$ cat src/rtl/plinko_pkg.sv
`default_nettype none
// ============================================================================
//  Module      : plinko_pkg
//  Description : Shared types and ASCII constants for the Plinko histogram
//                streamer: FSM state encoding, character codes and the
//                "Count" row label.
//  Revision    : 1.0 - initial release
// ============================================================================
package plinko_pkg;

    typedef enum logic [2:0] {
        ST_IDLE  = 3'd0,
        ST_LABEL = 3'd1,
        ST_BAR   = 3'd2,
        ST_EOL   = 3'd3,
        ST_DONE  = 3'd4
    } state_t;

    localparam logic [7:0] CH_PIPE  = 8'h7C;
    localparam logic [7:0] CH_SP    = 8'h20;
    localparam logic [7:0] CH_NL    = 8'h0A;
    localparam logic [7:0] CH_EQ    = 8'h3D;
    localparam logic [7:0] CH_COLON = 8'h3A;
    localparam logic [7:0] CH_ZERO  = 8'h30;

    // Row label "Count"
    localparam logic [7:0] CH_C = 8'h43;
    localparam logic [7:0] CH_O = 8'h6F;
    localparam logic [7:0] CH_U = 8'h75;
    localparam logic [7:0] CH_N = 8'h6E;
    localparam logic [7:0] CH_T = 8'h74;

    // Index of the last label byte (13 bytes: 0..12)
    localparam logic [3:0] LABEL_LAST = 4'd12;

    // Character of the "Count" word at label position 0..4
    function automatic logic [7:0] label_word_char(input logic [3:0] idx);
        case (idx)
            4'd0:    return CH_C;
            4'd1:    return CH_O;
            4'd2:    return CH_U;
            4'd3:    return CH_N;
            4'd4:    return CH_T;
            default: return CH_SP;
        endcase
    endfunction

endpackage
`default_nettype wire

$ cat src/rtl/plinko_dec2ascii.sv
`default_nettype none
// ============================================================================
//  Module      : plinko_dec2ascii
//  Description : Combinational conversion of a 6-bit value (0..63) into two
//                ASCII decimal digits.
//  Ports       : val_i  - value to convert
//                tens_o - ASCII tens digit
//                ones_o - ASCII ones digit
//  Revision    : 1.0 - initial release
// ============================================================================
module plinko_dec2ascii
    import plinko_pkg::*;
(
    input  logic [5:0] val_i,
    output logic [7:0] tens_o,
    output logic [7:0] ones_o
);

    logic [5:0] w_tens;
    logic [5:0] w_ones;

    // Constant divisor; synthesises to a small lookup/adder network
    assign w_tens = val_i / 6'd10;
    assign w_ones = val_i % 6'd10;

    assign tens_o = CH_ZERO + {2'b00, w_tens};
    assign ones_o = CH_ZERO + {2'b00, w_ones};

endmodule
`default_nettype wire

$ cat src/rtl/plinko_bar_streamer.sv
`default_nettype none
// ============================================================================
//  Module      : plinko_bar_streamer
//  Description : Serialises a snapshot of the Plinko bin counters as an ASCII
//                histogram ("CountN = dd: | | ...\n" per bin) over a
//                valid/ready byte stream.
//  Ports       : clk        - rising-edge clock
//                rst        - synchronous active-low reset
//                start      - dump request (ignored while busy)
//                counts     - packed bin counts, bin 1 in the LSBs
//                char_data  - ASCII output byte
//                char_valid - char_data valid
//                char_ready - sink accepts the byte
//                busy       - dump in progress
//                done       - one-cycle pulse after the last byte is accepted
//  Revision    : 1.0 - initial release
// ============================================================================
module plinko_bar_streamer
    import plinko_pkg::*;
#(
    parameter int NUM_BINS = 8,
    parameter int COUNT_W  = 5
) (
    input  logic                        clk,
    input  logic                        rst,
    input  logic                        start,
    input  logic [NUM_BINS*COUNT_W-1:0] counts,
    output logic [7:0]                  char_data,
    output logic                        char_valid,
    input  logic                        char_ready,
    output logic                        busy,
    output logic                        done
);

    localparam int BIN_W = (NUM_BINS > 1) ? $clog2(NUM_BINS) : 1;

    state_t               state_q;
    logic [COUNT_W-1:0]   snap_q [NUM_BINS];
    logic [3:0]           lbl_idx_q;
    logic [COUNT_W-1:0]   bar_cnt_q;
    logic                 phase_q;     // 0: '|' next, 1: ' ' next
    logic [BIN_W-1:0]     bin_q;
    logic                 fin_q;       // final '\n' loaded, awaiting acceptance
    logic [7:0]           data_q;
    logic                 valid_q;
    logic                 busy_q;
    logic                 done_q;

    logic [COUNT_W-1:0]   cur_cnt;
    logic [7:0]           tens_ch;
    logic [7:0]           ones_ch;
    logic [7:0]           byte_d;
    logic                 load_d;

    plinko_dec2ascii u_dec (
        .val_i  (6'(cur_cnt)),
        .tens_o (tens_ch),
        .ones_o (ones_ch)
    );

    // Byte at the current generator position, and whether the output
    // register can take it this cycle (empty, or being drained right now).
    always_comb begin
        cur_cnt = snap_q[bin_q];
        byte_d  = 8'h00;
        load_d  = 1'b0;
        case (state_q)
            ST_LABEL: begin
                case (lbl_idx_q)
                    4'd5:    byte_d = CH_ZERO + 8'd1 + {{(8-BIN_W){1'b0}}, bin_q};
                    4'd6:    byte_d = CH_SP;
                    4'd7:    byte_d = CH_EQ;
                    4'd8:    byte_d = CH_SP;
                    4'd9:    byte_d = tens_ch;
                    4'd10:   byte_d = ones_ch;
                    4'd11:   byte_d = CH_COLON;
                    4'd12:   byte_d = CH_SP;
                    default: byte_d = label_word_char(lbl_idx_q);
                endcase
            end
            ST_BAR:  byte_d = phase_q ? CH_SP : CH_PIPE;
            ST_EOL:  byte_d = CH_NL;
            default: byte_d = 8'h00;
        endcase
        if ((state_q == ST_LABEL) || (state_q == ST_BAR) ||
            ((state_q == ST_EOL) && !fin_q)) begin
            load_d = !valid_q || char_ready;
        end
    end

    always_ff @(posedge clk) begin
        if (!rst) begin
            state_q   <= ST_IDLE;
            for (int i = 0; i < NUM_BINS; i++) snap_q[i] <= '0;
            lbl_idx_q <= '0;
            bar_cnt_q <= '0;
            phase_q   <= 1'b0;
            bin_q     <= '0;
            fin_q     <= 1'b0;
            data_q    <= 8'h00;
            valid_q   <= 1'b0;
            busy_q    <= 1'b0;
            done_q    <= 1'b0;
        end else begin
            done_q <= 1'b0;

            if (valid_q && char_ready) valid_q <= 1'b0;
            if (load_d) begin
                data_q  <= byte_d;
                valid_q <= 1'b1;
            end

            case (state_q)
                ST_IDLE: begin
                    if (start) begin
                        for (int i = 0; i < NUM_BINS; i++)
                            snap_q[i] <= counts[i*COUNT_W +: COUNT_W];
                        bin_q     <= '0;
                        lbl_idx_q <= '0;
                        fin_q     <= 1'b0;
                        busy_q    <= 1'b1;
                        state_q   <= ST_LABEL;
                    end
                end
                ST_LABEL: begin
                    if (load_d) begin
                        if (lbl_idx_q == LABEL_LAST) begin
                            lbl_idx_q <= '0;
                            bar_cnt_q <= '0;
                            phase_q   <= 1'b0;
                            state_q   <= (cur_cnt == '0) ? ST_EOL : ST_BAR;
                        end else begin
                            lbl_idx_q <= lbl_idx_q + 4'd1;
                        end
                    end
                end
                ST_BAR: begin
                    if (load_d) begin
                        if (phase_q) begin
                            phase_q <= 1'b0;
                            if (bar_cnt_q == cur_cnt - COUNT_W'(1))
                                state_q <= ST_EOL;
                            else
                                bar_cnt_q <= bar_cnt_q + COUNT_W'(1);
                        end else begin
                            phase_q <= 1'b1;
                        end
                    end
                end
                ST_EOL: begin
                    if (load_d) begin
                        if (bin_q == BIN_W'(NUM_BINS - 1)) begin
                            fin_q <= 1'b1;
                        end else begin
                            bin_q   <= bin_q + BIN_W'(1);
                            state_q <= ST_LABEL;
                        end
                    end
                    // Final '\n' accepted: pulse done in the following cycle
                    if (fin_q && valid_q && char_ready) begin
                        fin_q   <= 1'b0;
                        busy_q  <= 1'b0;
                        done_q  <= 1'b1;
                        state_q <= ST_DONE;
                    end
                end
                ST_DONE: state_q <= ST_IDLE;
                default: state_q <= ST_IDLE;
            endcase
        end
    end

    assign char_data  = data_q;
    assign char_valid = valid_q;
    assign busy       = busy_q;
    assign done       = done_q;

endmodule
`default_nettype wire

$ cat config.mk
export PLATFORM = sky130hd
export DESIGN_NAME = plinko_bar_streamer
export DESIGN_NICKNAME = d
export VERILOG_FILES = /design/src/rtl/plinko_pkg.sv /design/src/rtl/plinko_dec2ascii.sv /design/src/rtl/plinko_bar_streamer.sv
export SDC_FILE = /design/constraint.sdc
export NUM_CORES = 1
export LEC_CHECK = 0
export CAP_MARGIN = 25
export CORE_UTILIZATION = 35
export CTS_BUF_LIST = sky130_fd_sc_hd__clkbuf_16
export DETAILED_ROUTE_END_ITERATION = 6
export MAX_ROUTING_LAYER = met4
export PLACE_DENSITY = 0.59
export SETUP_SLACK_MARGIN = 0.15
export SLEW_MARGIN = 20
export SYNTH_ARGS = -nofsm -noshare
export SYNTH_HDL_FRONTEND = slang
export SYNTH_SLANG_ARGS = --single-unit
$ cat constraint.sdc
create_clock -name clk -period 5.2 [get_ports clk]
set_input_delay 1.56 -clock clk [delete_from_list [all_inputs] [get_ports clk]]
set_output_delay 1.56 -clock clk [all_outputs]
set_load 0.01 [all_outputs]
==> results.md <==
* Max Fclk at 258 MHz
* Tcrit/Tclk final at 0.746
* Crit path DAT at just over 4000 ps
* Chip Height at 109 um
* Synth Cell Area at 3980 sq um
* NumNets Final at approximately 500
* Pleak at roughly 1.8 nW
* CP most frequent cell: ha_1
* Worst Tran Pin Value at between 600 and 700 ps
* Total track usage at 0.165
* Top_reg_cell synth: edfxtp_1
* CTS tree: done
* Clock share of power at 0.280
* Gr ovfl total at 0
* Pwr Density at approximately 440 nW/um^2
* Clock Skew at between 6 and 7 ps
* CP Cell Sequence: mux4_2, mux2i_1, ha_1, nand2_1, a211o_1, and2_4, ha_1, inv_1, a21boi_0, o211ai_1, o21ai_0, nand2_1, ha_1, o21ai_0, a31oi_1, nor2_1
* Post-synth top area cell: edfxtp_1
* Fraction of the mapped netlist area in simple logic gates at 0.190
* Placed cells at about 560
* Post-route setup slack at between 1000 and 1500 ps
* Crit start category: flop
* Num ports at 55
* Post-cts sizing count at 0
* Postcts setup bufs at 0
* Worst vdd ir at between 0.15 and 0.2 mV
* Syn Inst Count at ~390
* Num CTS Buffers at 9
* Distinct cells, synth at 65
* PortBufs at between 50 and 60
* Post-Layout Cell Count at 574
* CP delay by family, top: multiplexers
* Clk buf depth at 2
* Mux contribution to synthesized area at 0.0971
* Routability cong. at about 0.96
* Final Hold Violating Endpoints at 0
* Area Growth Syn to Fin at 21.8%
* Synth Area in XOR/XNOR at 0.0264
* CTS H-tree lvls at 3
* Critical path's slowest cell: dfxtp_1
* Worst reg-to-reg path cell count at 16
* Worst reg2reg setup slack at between 1000 and 1500 ps
* Status: complete, no violations
* Starting DRT DRC Count at 140
* FFs w/ async S/R, synth at 0
* Crit. End Element: flop
* DR DRC count at 0
* WL final at 8830 um
* Worst slack at placement at approximately 1300 ps
* Drt pass-1 iters at 4
* NetSw at between 0.7 and 0.8 mW
* Largest family of logic cells by synthesized area: simple AND/OR/NAND/NOR gates
* Fin crit period at 3880 ps
* Top cell type's share of synthesized area at 0.302
* Die Area at 11800 sq um
* CP max FO at 6
* RSZ-0062 raised after global routing: no
* Initial antenna violation count at 0
* ANT cells at 0
* Post-Synth Adder-Cell Area at 0.0471
* Hold_buf cts at 0
* Post-DRT Antenna Nets at 0
* WP buf/inv at 1
* Syn_nets at ~440
* Hold Path End: char_data[0]
* Starting Density at 0.362
* Power, Total at 2.13 mW
* Hpwl dp at ~6400 um
* Sw Share at 0.356
* Setup_tns at 0 ps
* Root Buffer Master: clkbuf_16
* Drt wl/cell at 15.4 um
* Clock-pin slew on the worst setup and hold paths at 60 ps
* Clk Latency, worst-skew pair at 330 ps
* Core area at 11000 sq um
* Top post-synthesis cells by area: edfxtp_1, dfxtp_1, and3_1, ha_1, mux4_2
* Clock Sinks at 70
* R2r endpoint: char_data[6]
* Hold slack at ~470 ps
* Worst Hold Class: reg -> reg
* Avg Cell Area, Syn at 10.3 sq um
* # Max-Cap Violations at 0
* Number of synthesized flops with an enable pin at 40
* Final setup fails at 0
* Die W at approximately 110 um
* Logic pwr share at 0.351
* Flop pwr share at 0.370
* Power Internal at 1.37 mW
* Register area share after synthesis at 0.453
* Max-slew violation count at 0
* Crit path kind: reg -> reg
* Compound-Gate Fraction of Synth Area at 0.137
* Required time of the critical path at 5420 ps
* YS warnings at 0
* Worst min-delay path startpoint: char_data[0]
* CP peak stage delay at approximately 690 ps
* Slew HR at 0.531
* WHS Path Cells at 2
* Via count at 3001
* Site Rows at 38
* Vias in the first global route at ~2800
* Post-synthesis register bit count at 70
* Via density per instance at around 5.2
* Largest net degree at the start of global routing at 42
* Layout cells sized above 1 at 0.113
* First-pass GRT wire length at around 14000 um
## worst max path at each step
stage,cells past startpoint,to
after floorplan,3,snap_q[0][0]
after global placement,16,char_data[5]
after detailed placement,16,char_data[6]
after CTS,16,char_data[6]
after global routing,16,char_data[6]
final,16,char_data[6]
## cell usage in the layout, fill, tap and decap left out, drive strengths merged, types with 3 or more instances in the layout
cell type and n:
nor3b 3, o21ai 27, o211ai 3, nand2b 4
nor2 28, or3 3, a21oi 27, dfxtp 30
xnor2 11, clkdlybuf4s50 53, and2 15, nand3 9
clkbuf 9, mux4 10, a31oi 5, a21boi 3
edfxtp 40, nor3 8, ha 15, mux2i 9
buf 4, inv 15, nand2 35, and3 32
## cells in the mapped netlist (5+ instances only)
| master | number |
|---|---|
| xnor2_1 | 11 |
| a31oi_1 | 5 |
| nand2_1 | 34 |
| mux4_2 | 8 |
| nand3_1 | 9 |
| clkbuf_1 | 15 |
| a21oi_1 | 26 |
| edfxtp_1 | 40 |
| and3_1 | 31 |
| o21ai_0 | 27 |
| mux2i_1 | 5 |
| and2_1 | 12 |
| dfxtp_1 | 30 |
| nor2_1 | 28 |
| ha_1 | 15 |
| nor3_1 | 7 |
| inv_1 | 9 |
## metal layers
metal	wire [um]	vias up	GRT usage
met2	4190	63	0.259
met3	365	12	0.0275
met5	0	-	-
met1	4140	1429	0.215
li1	-	1497	-
met4	131	0	0.0608
## kinds of logic after synthesis
family / count (synthesis)
AND/OR/NAND/NOR: 145
flip-flops: 70
buffers and inverters: 34
other: 1
AO/OA/AOI/OAI: 87
adder cells (fa/ha/maj): 15
multiplexers: 21
XOR/XNOR: 12
## stage by stage
step | area (sq um) | util
after global placement | 4560 | 0.416
after global routing | 4850 | 0.442
after CTS | 4850 | 0.442
final | 4850 | 0.442
after detailed placement | 4560 | 0.416
after floorplan | 3980 | -
## worst register-to-register path, stage by stage, from the launching register on
cell and delay [ps]:
dfxtp_1 690, mux4_2 580, mux2i_1 480, ha_1 280, nand2_1 110, a211o_1 320
and2_4 160, ha_1 170, inv_1 50, a21boi_0 80, o211ai_1 160, o21ai_0 120
nand2_1 90, ha_1 140, o21ai_0 80, a31oi_1 210, nor2_1 70
## state kept, by name, summed over array words and instances (netlist names), 3 cells and up, named ones only
signal and count:
bar_cnt_q 5, char_data 7, bin_q 3, snap_q 40, state_q 3, lbl_idx_q 4
## power groups by stage
stage | Clock, mW | Sequential [mW] | Combinational [mW]
detailed placement | 0 | 0.795 | 0.740
CTS | 0.606 | 0.785 | 0.747
finish | 0.595 | 0.786 | 0.746
global placement | 0 | 0.796 | 0.736
floorplan | 0 | 0.775 | 0.533
global route | 0.629 | 0.800 | 0.826
## final cells by class
class | instances | area [sq um]
clock buffer | 9 | 225
clock inverter | 7 | 61.3
fill | 1040 | 6130
inverter | 10 | 37.5
multi-input combinational | 281 | 1990
sequential | 70 | 1800
tap | 140 | 175
timing repair buffer | 57 | 561
Power figures use the tool's default switching activity.
